### src/rtl/dc_wb_buffer_if.sv
// dc_wb_buffer_if: evict push, memory write beats and miss lookup bus; fwd_data exists only with WB_FWD_EN
interface dc_wb_buffer_if #(parameter int LINE_W = 128);
    logic              dc_evict;
    logic [31:0]       dc_evict_addr;
    logic [LINE_W-1:0] dc_evict_data;
    logic              wb_full;
    logic              wb_empty;
    logic              mem_wr_req;
    logic [31:0]       mem_wr_addr;
    logic [31:0]       mem_wr_data;
    logic              mem_wr_last;
    logic              mem_wr_ack;
    logic [31:0]       miss_addr;
    logic              miss_hit;
`ifdef WB_FWD_EN
    logic [LINE_W-1:0] fwd_data;
`endif
    modport master (
        output dc_evict, dc_evict_addr, dc_evict_data, mem_wr_ack, miss_addr,
        input  wb_full, wb_empty, mem_wr_req, mem_wr_addr, mem_wr_data, mem_wr_last, miss_hit
`ifdef WB_FWD_EN
        , input fwd_data
`endif
    );
    modport slave (
        input  dc_evict, dc_evict_addr, dc_evict_data, mem_wr_ack, miss_addr,
        output wb_full, wb_empty, mem_wr_req, mem_wr_addr, mem_wr_data, mem_wr_last, miss_hit
`ifdef WB_FWD_EN
        , output fwd_data
`endif
    );
endinterface

### src/rtl/dc_wb_buffer.sv
// dc_wb_buffer: dirty-line FIFO drained as 4x32-bit write bursts, with miss lookup; WB_FWD_EN adds line forwarding
module dc_wb_buffer #(
    parameter int DEPTH  = 2,
    parameter int PTR_W  = 1,
    parameter int LINE_W = 128
) (
    input logic          clk,
    input logic          rst,
    dc_wb_buffer_if.slave bus
);
    typedef enum logic {IDLE, SEND} state_t;
    state_t            state, state_n;
    logic [1:0]        beat, beat_n;
    logic [PTR_W-1:0]  wr_ptr, rd_ptr;
    logic [PTR_W:0]    count;
    logic [27:0]       addr_q [DEPTH];
    logic [LINE_W-1:0] data_q [DEPTH];
    logic              push, pop;
    logic              unused_bits;

    assign unused_bits      = ^{bus.dc_evict_addr[3:0], bus.miss_addr[3:0]};
    assign bus.wb_full      = count == (PTR_W+1)'(DEPTH);
    assign bus.wb_empty     = count == '0 && state == IDLE;
    assign push             = bus.dc_evict && !bus.wb_full;
    assign pop              = state == SEND && bus.mem_wr_ack && beat == 2'd3;
    assign bus.mem_wr_req   = state == SEND;
    assign bus.mem_wr_last  = state == SEND && beat == 2'd3;
    assign bus.mem_wr_addr  = state == SEND ? {addr_q[rd_ptr], beat, 2'b00} : '0;
    assign bus.mem_wr_data  = state == SEND ? data_q[rd_ptr][{beat, 5'd0} +: 32] : '0;

    // pointers and occupancy; full/empty decode only from the registered count
    always_ff @(posedge clk or posedge rst)
        if (rst) begin
            wr_ptr <= '0;
            rd_ptr <= '0;
            count  <= '0;
        end else begin
            wr_ptr <= wr_ptr + PTR_W'(push);
            rd_ptr <= rd_ptr + PTR_W'(pop);
            count  <= count + (PTR_W+1)'(push) - (PTR_W+1)'(pop);
        end

    // line storage, written only on an accepted push
    always_ff @(posedge clk)
        if (push) begin
            addr_q[wr_ptr] <= bus.dc_evict_addr[31:4];
            data_q[wr_ptr] <= bus.dc_evict_data;
        end

    // drain state and beat registers
    always_ff @(posedge clk or posedge rst)
        if (rst) begin
            state <= IDLE;
            beat  <= '0;
        end else begin
            state <= state_n;
            beat  <= beat_n;
        end

    // start a burst one cycle after lines appear, advance on ack, chain bursts while lines remain
    always_comb begin
        state_n = state;
        beat_n  = beat;
        if (state == IDLE) begin
            state_n = count != '0 ? SEND : IDLE;
            beat_n  = '0;
        end else if (bus.mem_wr_ack) begin
            beat_n = beat + 2'd1;
            if (pop) state_n = (count > (PTR_W+1)'(1) || push) ? SEND : IDLE;
        end
    end

    // scan occupied slots oldest to youngest so a later match overrides an earlier one
    always_comb begin
        logic [PTR_W-1:0] idx;
        bus.miss_hit = 1'b0;
`ifdef WB_FWD_EN
        bus.fwd_data = '0;
`endif
        for (int k = 0; k < DEPTH; k++) begin
            idx = rd_ptr + PTR_W'(k);
            if ((PTR_W+1)'(k) < count && addr_q[idx] == bus.miss_addr[31:4]) begin
                bus.miss_hit = 1'b1;
`ifdef WB_FWD_EN
                bus.fwd_data = data_q[idx];
`endif
            end
        end
    end
endmodule

### src/flat_wrapper.sv
// flat-port wrapper written by rule: the top's interface ports become plain ports
module dc_wb_buffer_flat 
#(
    parameter int DEPTH  = 2,
    parameter int PTR_W  = 1,
    parameter int LINE_W = 128
)
  (clk, rst, bus_dc_evict, bus_dc_evict_addr, bus_dc_evict_data, bus_mem_wr_ack, bus_miss_addr, bus_wb_full, bus_wb_empty, bus_mem_wr_req, bus_mem_wr_addr, bus_mem_wr_data, bus_mem_wr_last, bus_miss_hit);
  dc_wb_buffer_if #(.LINE_W(LINE_W)) bus_i ();
  input logic clk;
  input logic rst;
  input wire logic [$bits(bus_i.dc_evict)-1:0] bus_dc_evict;
  input wire logic [$bits(bus_i.dc_evict_addr)-1:0] bus_dc_evict_addr;
  input wire logic [$bits(bus_i.dc_evict_data)-1:0] bus_dc_evict_data;
  input wire logic [$bits(bus_i.mem_wr_ack)-1:0] bus_mem_wr_ack;
  input wire logic [$bits(bus_i.miss_addr)-1:0] bus_miss_addr;
  output wire logic [$bits(bus_i.wb_full)-1:0] bus_wb_full;
  output wire logic [$bits(bus_i.wb_empty)-1:0] bus_wb_empty;
  output wire logic [$bits(bus_i.mem_wr_req)-1:0] bus_mem_wr_req;
  output wire logic [$bits(bus_i.mem_wr_addr)-1:0] bus_mem_wr_addr;
  output wire logic [$bits(bus_i.mem_wr_data)-1:0] bus_mem_wr_data;
  output wire logic [$bits(bus_i.mem_wr_last)-1:0] bus_mem_wr_last;
  output wire logic [$bits(bus_i.miss_hit)-1:0] bus_miss_hit;
  assign bus_i.dc_evict = bus_dc_evict;
  assign bus_i.dc_evict_addr = bus_dc_evict_addr;
  assign bus_i.dc_evict_data = bus_dc_evict_data;
  assign bus_i.mem_wr_ack = bus_mem_wr_ack;
  assign bus_i.miss_addr = bus_miss_addr;
  assign bus_wb_full = bus_i.wb_full;
  assign bus_wb_empty = bus_i.wb_empty;
  assign bus_mem_wr_req = bus_i.mem_wr_req;
  assign bus_mem_wr_addr = bus_i.mem_wr_addr;
  assign bus_mem_wr_data = bus_i.mem_wr_data;
  assign bus_mem_wr_last = bus_i.mem_wr_last;
  assign bus_miss_hit = bus_i.miss_hit;
  dc_wb_buffer #(.DEPTH(DEPTH), .PTR_W(PTR_W), .LINE_W(LINE_W)) u_core (.clk(clk), .rst(rst), .bus(bus_i));
endmodule
### config.mk
export PLATFORM = sky130hd
export DESIGN_NAME = dc_wb_buffer_flat
export DESIGN_NICKNAME = d
export VERILOG_FILES = /design/src/rtl/dc_wb_buffer_if.sv /design/src/rtl/dc_wb_buffer.sv /design/src/flat_wrapper.sv
export SDC_FILE = /design/constraint.sdc
export NUM_CORES = 1
export LEC_CHECK = 0
export ABC_AREA = 1
export ABC_CLOCK_PERIOD_IN_PS = 13000
export BUFFER_PORTS_ARGS = -buffer_cell sky130_fd_sc_hd__buf_2
export CAP_MARGIN = 20
export CORE_MARGIN = 5
export CORE_UTILIZATION = 54
export CTS_BUF_LIST = sky130_fd_sc_hd__clkbuf_4
export DETAILED_ROUTE_END_ITERATION = 6
export MAX_ROUTING_LAYER = met4
export PLACE_DENSITY = 0.78
export SYNTH_ARGS = -nofsm -noshare
export SYNTH_HDL_FRONTEND = slang
export SYNTH_SLANG_ARGS = --single-unit
### constraint.sdc
create_clock -name clk -period 13 [get_ports clk]
set_clock_uncertainty 0.2 [all_clocks]
set_input_delay 1.95 -clock clk [delete_from_list [all_inputs] [get_ports clk]]
set_output_delay 1.95 -clock clk [all_outputs]
set_load 0.03 [all_outputs]
==> metrics.yaml <==
synth:
  synth_xor_area_frac: 0.00187
  synth-simple-area-share: 0.171
  synth_ff_type: "edfxtp_1"
  yosys-mux-area-fraction: 0
  synth_edf_count: 312
  netlist_area_um2: 14100
  synthArstFlopShare: 0.0219
  synthCells: 1325
  synth_cell_types: 26
  synth_compound_area_frac: 0.0869
  synth_fa_ha_area_frac: 0.00445
  synth_top_family_by_area: "simple AND/OR/NAND/NOR gates"
  yosysWarnings: 0
  ys_seq_area_frac: 0.679
  synth-seq-cells: 319
  avgSynthCellArea_um2: 10.6
cells_and_area:
  drive_above_1_share: 0.235
  fin_nets: 1807
  area_delta_synth_final_pct: 18.1
sta:
  post-route-period-util: 0.458
  tns_ns: 0
  setup_viol: 0
  relSlewSlack: 0.299
  fin_crit_ns: 5.96
  hold_violations: 0
  report.final.slew_viol_count: 0
  tightest_slew_ns: 1.05
  rsz0062_at_grt: "false"
  fmax_mhz: 168
worst_setup_path:
  cp_data_arrival_time_ns: 3.81
  critPathBufInv: 4
  path_cells: "inv_6 -> buf_4 -> nor2_1 -> o32ai_1 -> inv_1 -> o21ai_0 -> buf_2"
  cp-end-kind: "output port"
  r2r_end: "u_core.data_q[0][47]"
  path_max_fanout: 96
  slowest_delay_ns: 0.89
  reg2reg_depth: 5
  crit_required_ns: 10.85
  crit_slowest_cell: "buf_4"
  r2r-start: "u_core.count[1]"
  critPathLaunchType: "flip-flop"
  setup.worst_path.class: "flip-flop to output port"
  rrSetupSlack_ns: 9.90
  cp_top_family: "buffers and inverters"
detailed_routing:
  wire_per_inst_um: 17.3
  viasPerCell: 5.36
  dr.pass1.iters: 5
  drtIter0Drc: 1072
  drcViolationCount: 0
  ant_nets: 0
  totalWireLength_um: 35100
  vias: 10800
power_and_ir_drop:
  ir_drop_mv: 0.239
  finalPower_mw: 3.87
  cellLeakagePower_nw: 7.01
  powerDensity_nw_per_um2: 233
global_route:
  grt_pass1_vias: 10400
  grt-ovfl-total: 0
  grt_usage: 0.240
  antenna_found_initial: 21
  grt_max_degree: 107
  grt_pass1_wl_um: 52700
die:
  start_util: 0.544
  die_h_um: 171
  io_pins: 265
  die_w_um: 171
  dieArea_um2: 29400
  rows: 59
  core-area_um2: 25800
clock_tree:
  cts.clk_slew.worst_paths_ns: 0.06
  ctsRootBufferMaster: "clkbuf_4"
  cts.sinks: 319
  cts_tree: "yes"
  cts.repair.resized: 0
  cts_hold_buffers: 0
  cts_setup_buffers: 0
  clk_latency_ns: 0.69
  cts-buffers-inserted: 80
  cts_max_path_buffers: 3
  htree_levels: 3
hold_path:
  min-delay-start: "u_core.beat[1]"
  hold_depth: 2
  hold_class: "flip-flop to flip-flop"
  min_to: "u_core.beat[1]"
placed_design:
  hpwl_um: 23000
  routabilityCongestion: 0.889
  port_buffers: 254
status:
  status: "complete, no violations"
run:
  drv_cap: 0
## layout by cell type, fill, tap and decap left out, types with 5 or more instances in the layout
cell type / instances
clkinv_2: 6
clkinv_1: 21
buf_4: 9
nand3_1: 64
inv_1: 122
clkbuf_4: 105
dfrtp_1: 5
o32ai_1: 64
diode_2: 22
nor2_1: 221
nand2_1: 321
edfxtp_1: 312
o21ai_0: 99
a21oi_1: 26
buf_2: 254
## Yosys cell counts (all sizes together), types with 2 or more instances
master / count / area, um^2
o21ai: 102 / 510
xnor2: 2 / 17.5
nand2: 321 / 1200
dfrtp: 7 / 175
a21oi: 26 / 130
nand4: 3 / 18.8
nor2: 221 / 830
o32ai: 64 / 561
inv: 123 / 464
edfxtp: 312 / 9370
ha: 5 / 62.6
or2: 3 / 18.8
buf: 41 / 245
clkbuf: 25 / 93.8
nand3: 64 / 320
## through the flow
step / utilization / area (um^2) / hold WS [ns] / setup WS [ns] / std cells
floorplan: - / 14100 / 0.348 / 6.45 / 1326
global placement: 0.601 / 15500 / 0.369 / 7.78 / 1858
detailed placement: 0.601 / 15500 / 0.387 / 7.76 / 1858
CTS: 0.640 / 16500 / 0.399 / 6.97 / 1998
global route: 0.643 / 16600 / 0.438 / 6.68 / 2020
finish: 0.643 / 16600 / 0.399 / 7.04 / 2021
## power by group
group | internal [mW] | switching, mW | leakage, nW
sequential | 1.41 | 0.0736 | 2.97
clock | 0.422 | 0.394 | 0.581
combinational | 0.413 | 1.16 | 3.45
## cells by family (layout without fill, tap and decap cells)
kind of cell               count (synthesis)  count (layout)
and+or+nand+nor                          613             613
xor gates and xnor gates                   3               3
DFF                                      319             319
AOI/OAI and AO/OA                        195             195
other                                      1              24
buffers and inverters                    189             527
adders and majority gates                  5               5
## how the worst max path moves through the flow
stage	endpoint	start	depth (start not counted)	slack [ns]
final	bus_mem_wr_data[25]	u_core.rd_ptr	7	7.04
after global routing	bus_mem_wr_data[27]	u_core.rd_ptr	7	6.68
after CTS	bus_mem_wr_data[25]	u_core.rd_ptr	7	6.97
after detailed placement	bus_mem_wr_data[25]	u_core.rd_ptr	7	7.76
after global placement	bus_mem_wr_data[27]	u_core.rd_ptr	7	7.78
after floorplan	u_core.addr_q[1][0]	bus_dc_evict	3	6.45
## worst reg2reg max path: cells and delay by family (launching register included)
kind,cells,cell delay [ns]
adder cells (fa/ha/maj),1,0.62
AND/OR/NAND/NOR,2,0.42
buffers and inverters,2,0.96
flip-flops,1,0.43
## sequential cells by signal, indices dropped and copies added, names as in the netlist
name and count:
u_core.beat 2, u_core.wr_ptr 1, u_core.bus.mem_wr_req 1, u_core.rd_ptr 1
u_core.data_q 256, u_core.count 2, u_core.addr_q 56
## metal layers
| layer | GRT usage | up-vias | wire (um) |
|---|---|---|---|
| li1 | - | 5202 | - |
| met4 | 0.104 | 0 | 1270 |
| met1 | 0.281 | 5100 | 13200 |
| met2 | 0.386 | 455 | 17100 |
| met3 | 0.0761 | 71 | 3450 |
| met5 | - | - | 0 |
## area by class of cell
class / instances / area, um^2
flip-flops and latches: 319 / 9550
fillers: 2014 / 9230
multi-input cells: 818 / 3740
repair buffers: 264 / 1370
clock buffers: 105 / 788
inverters: 123 / 467
well taps: 335 / 419
clock inverters: 35 / 218
diodes: 22 / 55.1
Power figures use the tool's default switching activity.
